===== src/rtl/rf_wb_arbiter.sv =====
// Writeback arbiter for the 7x16 register file write port.
// Chooses between the execute unit (EXE) and the load/memory unit (MEM).
// MEM normally wins, but EXE gets forced priority after MAX_WAIT denials.
// Also keeps a load scoreboard and produces the issue-stage read hazard.
module rf_wb_arbiter #(
  parameter int MAX_WAIT = 3,
  parameter int DW       = 16
) (
  input  logic          clk,
  input  logic          reset,
  input  logic          exe_valid,
  input  logic [2:0]    exe_rd,
  input  logic [DW-1:0] exe_data,
  output logic          exe_ready,
  input  logic          mem_valid,
  input  logic [2:0]    mem_rd,
  input  logic [DW-1:0] mem_data,
  output logic          mem_ready,
  input  logic          ld_issue_valid,
  input  logic [2:0]    ld_issue_rd,
  output logic          ld_issue_ready,
  input  logic [2:0]    hz_rs1,
  input  logic [2:0]    hz_rs2,
  output logic          hazard,
  output logic [6:0]    busy,
  output logic [2:0]    rf_rd,
  output logic [DW-1:0] rf_wdata,
  output logic          rf_en
);

  localparam logic [3:0] MAX_WAIT_C = 4'(MAX_WAIT);

  // One-hot scoreboard mask for a register; r0 has no scoreboard bit.
  function automatic logic [6:0] reg_mask(input logic [2:0] r);
    logic [6:0] m;
    if (r == 3'd0) begin
      m = 7'd0;
    end else begin
      m = 7'd1 << (r - 3'd1);
    end
    return m;
  endfunction

  logic [3:0]    cnt_r;
  logic [6:0]    busy_r;
  logic          rf_en_r;
  logic [2:0]    rf_rd_r;
  logic [DW-1:0] rf_wdata_r;
  logic          src_mem_r;

  logic          exe_win_s;
  logic          mem_win_s;
  logic          ld_ready_s;
  logic [6:0]    wr_mask_s;
  logic [6:0]    clr_mask_s;
  logic [6:0]    set_mask_s;
  logic [6:0]    busy_nxt_s;
  logic [3:0]    cnt_nxt_s;

  // Arbitration: MEM wins contention unless EXE has waited MAX_WAIT cycles.
  always_comb begin
    exe_win_s = 1'b0;
    mem_win_s = 1'b0;
    if (exe_valid && (!mem_valid || (cnt_r == MAX_WAIT_C))) begin
      exe_win_s = 1'b1;
    end else begin
      exe_win_s = 1'b0;
    end
    if (mem_valid && !exe_win_s) begin
      mem_win_s = 1'b1;
    end else begin
      mem_win_s = 1'b0;
    end
  end

  // Starvation counter next value: count denied EXE cycles, saturating.
  always_comb begin
    cnt_nxt_s = 4'd0;
    if (exe_valid && !exe_win_s) begin
      if (cnt_r == MAX_WAIT_C) begin
        cnt_nxt_s = cnt_r;
      end else begin
        cnt_nxt_s = cnt_r + 4'd1;
      end
    end else begin
      cnt_nxt_s = 4'd0;
    end
  end

  // Scoreboard update and hazard: a MEM write landing clears, an accepted load issue sets (set wins).
  always_comb begin
    wr_mask_s  = 7'd0;
    clr_mask_s = 7'd0;
    set_mask_s = 7'd0;
    ld_ready_s = ~|(reg_mask(ld_issue_rd) & busy_r);
    if (rf_en_r) begin
      wr_mask_s = reg_mask(rf_rd_r);
    end else begin
      wr_mask_s = 7'd0;
    end
    if (rf_en_r && src_mem_r) begin
      clr_mask_s = reg_mask(rf_rd_r);
    end else begin
      clr_mask_s = 7'd0;
    end
    if (ld_issue_valid && ld_ready_s) begin
      set_mask_s = reg_mask(ld_issue_rd);
    end else begin
      set_mask_s = 7'd0;
    end
    busy_nxt_s = (busy_r & ~clr_mask_s) | set_mask_s;
  end

  // Starvation counter and scoreboard state.
  always_ff @(posedge clk or posedge reset) begin
    if (reset) begin
      cnt_r  <= 4'd0;
      busy_r <= 7'd0;
    end else begin
      cnt_r  <= cnt_nxt_s;
      busy_r <= busy_nxt_s;
    end
  end

  // Registered write port: capture the accepted request; rd=0 completes without enabling.
  always_ff @(posedge clk or posedge reset) begin
    if (reset) begin
      rf_en_r    <= 1'b0;
      rf_rd_r    <= 3'd0;
      rf_wdata_r <= '0;
      src_mem_r  <= 1'b0;
    end else if (exe_win_s) begin
      rf_en_r    <= (exe_rd != 3'd0);
      rf_rd_r    <= exe_rd;
      rf_wdata_r <= exe_data;
      src_mem_r  <= 1'b0;
    end else if (mem_win_s) begin
      rf_en_r    <= (mem_rd != 3'd0);
      rf_rd_r    <= mem_rd;
      rf_wdata_r <= mem_data;
      src_mem_r  <= 1'b1;
    end else begin
      rf_en_r    <= 1'b0;
      rf_rd_r    <= rf_rd_r;
      rf_wdata_r <= rf_wdata_r;
      src_mem_r  <= src_mem_r;
    end
  end

  assign exe_ready      = exe_win_s;
  assign mem_ready      = mem_win_s;
  assign ld_issue_ready = ld_ready_s;
  assign hazard         = |((reg_mask(hz_rs1) | reg_mask(hz_rs2)) & (busy_r | wr_mask_s));
  assign busy           = busy_r;
  assign rf_en          = rf_en_r;
  assign rf_rd          = rf_rd_r;
  assign rf_wdata       = rf_wdata_r;

endmodule


===== config.mk =====
export PLATFORM = sky130hd
export DESIGN_NAME = rf_wb_arbiter
export DESIGN_NICKNAME = d
export VERILOG_FILES = /design/src/rtl/rf_wb_arbiter.sv
export SDC_FILE = /design/constraint.sdc
export NUM_CORES = 1
export LEC_CHECK = 0
export CORE_AREA = 2 2 69 71
export DETAILED_ROUTE_END_ITERATION = 16
export DIE_AREA = 0 0 71 73
export PLACE_DENSITY = 0.78
export SLEW_MARGIN = 25
export SYNTH_ARGS = -nofsm -noshare
export SYNTH_HDL_FRONTEND = slang
export SYNTH_SLANG_ARGS = --single-unit

===== constraint.sdc =====
create_clock -name clk -period 2.4 [get_ports clk]
set_input_delay 0.36 -clock clk [delete_from_list [all_inputs] [get_ports clk]]
set_output_delay 0.36 -clock clk [all_outputs]
set_load 0.02 [all_outputs]

==> out/qor.csv, run 1 <==
stage,metric,value,unit
sta,post-route-min-period,2.337,ns
grt,grt_max_degree,33,
cts,clock-sinks,32,
sta,tightest_slew,0.3940,ns
drt,avgRoutedWirePerCell,15.29,um
setup_path,critical_path_class,input pin to output port,
cts,post_cts_buffers,0,
logic_synthesis,synth_cells,191,
setup_path,regToRegEndpoint,rf_en,
floorplan,die_area,5183,sq um
sta,fin_ws,0.06335,ns
sta,max_freq,0.4280,GHz
setup_path,rr_startpoint,cnt_r[0],
final_layout,layout.nets,352,
setup_path,cp-start-kind,input pin,
drt,viasPerCell,5.378,
grt,gr-total-overflow,0,
drt,dr.pass1.iters,4,
logic_synthesis,synth-seq-cells,32,
floorplan,die_y,73,um
power,p_sw_share,34.20,%
final_layout,n_fill_cell,375,
min_path,hold_path.class,input pin to asynchronous set/reset pin,
grt,grt_first_pass_wirelength,8.583,mm
power,powerDensity,667.9,nW/um^2
drt,dr_total_vias,1893,
run,cap_viol_max_count,0,
setup_path,r2r_setup_slack,0.69,ns
setup_path,end_kind,output port,
final_layout,synthToLayoutAreaGrowth,66.48,%
setup_path,r2r_cells,6,
power,p_switching,671.3,uW
logic_synthesis,synth_fp_nets,246,
placed_design,place_inst,344,
final_layout,diodes,0,
floorplan,start_util,38.92,%
final_layout,drive_gt1_share,15.44,%
sta,setup_viol,0,
placed_design,place_ws,-0.4186,ns
logic_synthesis,ys_seq_area_share,45.36,%
final_layout,ff_latch_area,800.8,sq um
setup_path,cp.required,2.04,ns
cts,cts_max_level,2,
logic_synthesis,syn_avg_cell_area,9.243,sq um
sta,fin_tns_setup,0,ns
final_layout,multiInputGateArea,923.4,sq um
grt,antenna_found_initial,0,
power,pwr-share-comb,41.9,%
final_layout,final_cells,352,
drt,drc_errors,0,
logic_synthesis,synth_cell_types,44,
floorplan,ios,83,
cts,cts_tree,done,
floorplan,die_w,71,um
power,leakage,1.337,nW
sta,relSlewSlack,73.73,%
power,power,1.963,mW
sta,period_share,97.36,%
sta,fin_skew,0.003511,ns
sta,whs,0.4587,ns
cts,numCtsBuffers,5,
logic_synthesis,ys_warn_count,0,
grt,track_usage,21.25,%
status,outcome,"complete, no violations",
power,p_int,1.292,mW
drt,drt-total-wl,5.383,mm
logic_synthesis,synthArstFlopShare,100.0,%
power,seq_power_share,36.0,%
logic_synthesis,synth_edf_count,0,
power,power_frac_clock,22.1,%
sta,slew_viol_final,0,
setup_path,cp_max_fo,4,
final_layout,fin_util,64.80,%
floorplan,row_count,25,
cts,cts_max_path_buffers,2,
cts,clk_pin_slew,0.07,ns
drt,ant_nets,0,
final_layout,stdcell_area,2939,sq um
logic_synthesis,synth-main-ff-cell,dfrtp_1,
sta,hold_viol_final,0,
drt,drt-initial-drc-count,106,
power,peakVddDrop,290.8,uV
grt,first_global_vias,1916,
placed_design,place_hpwl,3.906,mm
cts,clkLatencyLatePin,0.28,ns
setup_path,arrival,1.98,ns
placed_design,io_buffers,82,
logic_synthesis,syn_area,1765,sq um
cts,cts_hold_buf,0,
placed_design,gp_congestion,0.8426,
floorplan,core_area,4536,sq um
placed_design,placed_area,2793,sq um
cts,cts.root.buffer_cell,clkbuf_8,
cell type report:
| type | instances | area share, % |
|---|---|---|
| Timing Repair Buffer | 109 | 35.33 |
| Multi-Input combinational cell | 144 | 31.42 |
| Sequential cell | 32 | 27.25 |
| Clock buffer | 8 | 3.065 |
| Tap cell | 54 | 2.299 |
| Inverter | 5 | 0.6386 |
state kept, by name, indices dropped and copies added (netlist names):
signal	flops
busy	7
cnt_r	4
rf_en	1
rf_rd	3
rf_wdata	16
src_mem_r	1
worst max-delay path, cell delays in order:
cell and delay, ns:
clkdlybuf4s50_1 0.51, ha_4 0.23, buf_6 0.12, a211oi_2 0.22, o32ai_2 0.12, a211o_1 0.29, buf_6 0.13
how the worst max path moves through the flow:
stage,startpoint,endpoint,slack [ns],cells past startpoint
floorplan,rf_rd[1],hazard,0.29,5
global placement,hz_rs1[1],hazard,-0.41,8
detailed placement,hz_rs2[1],hazard,-0.42,8
CTS,hz_rs1[0],hazard,-0.06,8
global route,hz_rs1[2],hazard,-0.004,7
finish,hz_rs1[2],hazard,0.06,7
metal layers:
metal / track usage [%] / vias up / routed length, um
met3: 8.011 / 6 / 500
met2: 35.72 / 90 / 2648
met5: 0 / - / 0
met4: 8.595 / 0 / 87
met1: 24.58 / 889 / 2145
li1: - / 908 / -
cells in the mapped netlist (all sizes together) (3+ instances only):
master / number / area [sq um]
a21oi: 8 / 43.79
o21ai: 8 / 40.03
dfrtp: 32 / 800.8
nor2: 13 / 48.80
ha: 3 / 37.54
nand2: 40 / 150.1
clkbuf: 4 / 15.01
nor2b: 5 / 46.30
inv: 5 / 18.77
a22oi: 20 / 150.1
nand3: 6 / 30.03
a31oi: 7 / 43.79
buf: 6 / 48.79
logic make-up (layout without fill, tap and decap cells):
logic type	after synthesis	after routing	share of synthesized area, %
buffers and inverters	15	122	4.677
XOR/XNOR	2	2	0.9924
AO/OA/AOI/OAI	58	58	22.61
multiplexers	3	3	2.480
adder cells (fa/ha/maj)	3	3	2.126
AND/OR/NAND/NOR	78	78	21.76
flip-flops	32	32	45.36
timing repair:
| action | CTS | global route |
|---|---|---|
| setup endpoints to repair | 4 | 1 |
| gates resized for setup | 7 | 14 |
| pin swaps | 0 | 11 |
power groups by stage:
stage	clock network [mW]	logic, mW	registers [mW]
floorplan	0	0.260	0.809
global placement	0	0.790	0.712
detailed placement	0	0.804	0.715
CTS	0.446	0.797	0.707
global route	0.472	0.882	0.719
finish	0.433	0.822	0.708
layout by cell type, fill, tap and decap left out, drive strengths merged, types with 4 or more instances in the layout:
master and count:
inv 5, clkbuf 8, a22oi 20, dfrtp 32
o21ai 8, dlymetal6s2s 4, nor2 13, nand3 6
clkdlybuf4s50 74, a21oi 8, nand2 40, buf 28
a31oi 7, nor2b 5
No activity file was read; power rests on OpenSTA's default activity.
==> run 2: changes to the inputs <==
==> constraint.sdc (replaced) <==
create_clock -name clk -period 2.4 [get_ports clk]
set_input_delay 0.36 -clock clk [delete_from_list [all_inputs] [get_ports clk]]
set_output_delay 0.36 -clock clk [all_outputs]
set_load 0.01 [all_outputs]
==> out/qor.csv, run 2 (synthesis gave the netlist of run 1 again) <==
stage,metric,value,unit
grt,first_global_vias,1967,
cts,cts_hold_buf,0,
sta,slew_viol_final,0,
cts,clkLatencyLatePin,0.28,ns
placed_design,gp_congestion,0.8418,
setup_path,cp_slowest_cell,mux4_2,
sta,fin_tns_setup,0,ns
power,p_switching,591.4,uW
sta,post-route-min-period,2.324,ns
sta,tightest_slew,0.4066,ns
power,seq_power_share,38.2,%
sta,fin_skew,0.003657,ns
power,pwr-share-comb,39.0,%
power,power,1.865,mW
cts,clk_pin_slew,0.07,ns
final_layout,mostFrequentLayoutCell,clkdlybuf4s50_1,
grt,grt_max_degree,33,
placed_design,place_hpwl,3.929,mm
floorplan,core_area,4536,sq um
setup_path,crit_chain,"nor2b_4, a31o_1, mux4_2, a211o_1, buf_2",
power,p_int,1.274,mW
floorplan,start_util,38.92,%
drt,drt-total-wl,5.379,mm
drt,dr.pass1.iters,4,
grt,met3_usage,7.182,%
final_layout,diodes,0,
grt,track_usage,21.91,%
setup_path,rr_startpoint,cnt_r[0],
placed_design,place_ws,-0.3719,ns
final_layout,final_cell_mix,"clkdlybuf4s50_1 (73), nand2_1 (40), dfrtp_1 (32), buf_4 (25), a22oi_1 (20)",
power,p_sw_share,31.70,%
drt,viasPerCell,5.357,
drt,avgRoutedWirePerCell,15.37,um
floorplan,die_area,5183,sq um
drt,drt-initial-drc-count,68,
min_path,hold_path.class,input pin to asynchronous set/reset pin,
cts,cts.root.buffer_cell,clkbuf_8,
final_layout,stdcell_area,2925,sq um
run,cap_viol_max_count,0,
cts,cts_max_path_buffers,2,
status,outcome,"complete, no violations",
power,powerDensity,637.7,nW/um^2
setup_path,critPathLaunch,rf_en,
grt,met2_usage,37.28,%
sta,rsz0062_at_grt,false,
drt,dr_total_vias,1875,
setup_path,cp_max_fo,5,
power,power_frac_clock,22.8,%
final_layout,layout.nets,350,
final_layout,synthToLayoutAreaGrowth,65.70,%
final_layout,largest_reg_flops,16,
cts,clock-sinks,32,
floorplan,ios,83,
setup_path,end_kind,output port,
power,peakVddDrop,402.4,uV
setup_path,r2r_setup_slack,0.69,ns
setup_path,slowest_delay,0.45,ns
sta,period_share,96.85,%
sta,max_freq,0.4302,GHz
grt,met1_usage,25.22,%
sta,fin_ws,0.07570,ns
drt,drc_errors,0,
sta,setup_viol,0,
sta,whs,0.4564,ns
setup_path,cp.required,2.04,ns
cts,cts_tree,done,
sta,relSlewSlack,72.90,%
cts,numCtsBuffers,5,
floorplan,die_w,71,um
floorplan,row_count,25,
grt,gr-total-overflow,0,
grt,busiest_layer,met2,
sta,hold_viol_final,0,
placed_design,placed_area,2770,sq um
setup_path,arrival,1.96,ns
placed_design,io_buffers,82,
cts,cts_max_level,2,
power,leakage,1.353,nW
grt,grt_first_pass_wirelength,8.901,mm
drt,ant_nets,0,
grt,antenna_found_initial,0,
final_layout,drive_gt1_share,15.20,%
setup_path,critical_path_class,register to output port,
floorplan,die_y,73,um
setup_path,cp-start-kind,register,
-- run 2: changes by cell type in the layout (fill, tap and decap cells not counted), sizes merged --
cell           change
buf                -2
clkbuf             -2
clkdlybuf4s50      -1
clkinv             +2
dlygate4sd2        -2
dlymetal6s2s       +3
-- run 2: final cells by class --
class / instances / area [sq um]
Clock buffer: 6 / 82.58
Clock inverter: 2 / 10.01
Fill cell: 392 / 1610
Inverter: 5 / 18.77
Multi-Input combinational cell: 144 / 925.9
Sequential cell: 32 / 800.8
Tap cell: 54 / 67.56
Timing Repair Buffer: 107 / 1020
-- run 2: power groups by stage --
stage               Sequential [mW]  Clock (mW)  Combinational [mW]
finish                        0.713       0.426               0.727
global route                  0.721       0.468               0.803
CTS                           0.709       0.441               0.714
detailed placement            0.716           0               0.720
global placement              0.715           0               0.708
floorplan                     0.746           0               0.251
-- run 2: path summary, 6_finish.rpt --
path                       cells past startpoint          end
setup / recovery                               5       hazard
min in group clk                               1     cnt_r[0]
hold / removal                                 3  rf_wdata[3]
hold reg to reg                                1     cnt_r[0]
setup reg to reg                               6  rf_wdata[3]
max in group asynchronous                      3      busy[4]
-- run 2: per-stage QoR --
stage               std cells  util, %
floorplan                 191        -
global placement          341    61.08
detailed placement        341    61.08
CTS                       349    62.98
global route              350    64.50
finish                    350    64.50
-- run 2: critical path, delay by kind of cell (launching register included) --
| family | cells | cell delay, ns |
|---|---|---|
| buf+inv | 1 | 0.14 |
| simple gates | 1 | 0.16 |
| compound gates | 2 | 0.52 |
| mux | 1 | 0.45 |
| flops | 1 | 0.43 |
-- run 2: what timing repair did --
action	in CTS	in global routing
endpoints found under the hold margin	0	0
endpoints found under the setup margin	2	3
pin swaps	3	8
setup buffers	0	1
resized for setup	5	12
-- run 2: routing by layer --
layer	up-vias	wire, um
li1	901	-
met1	874	2128
met2	88	2644
met3	12	470
met4	0	136
met5	-	0
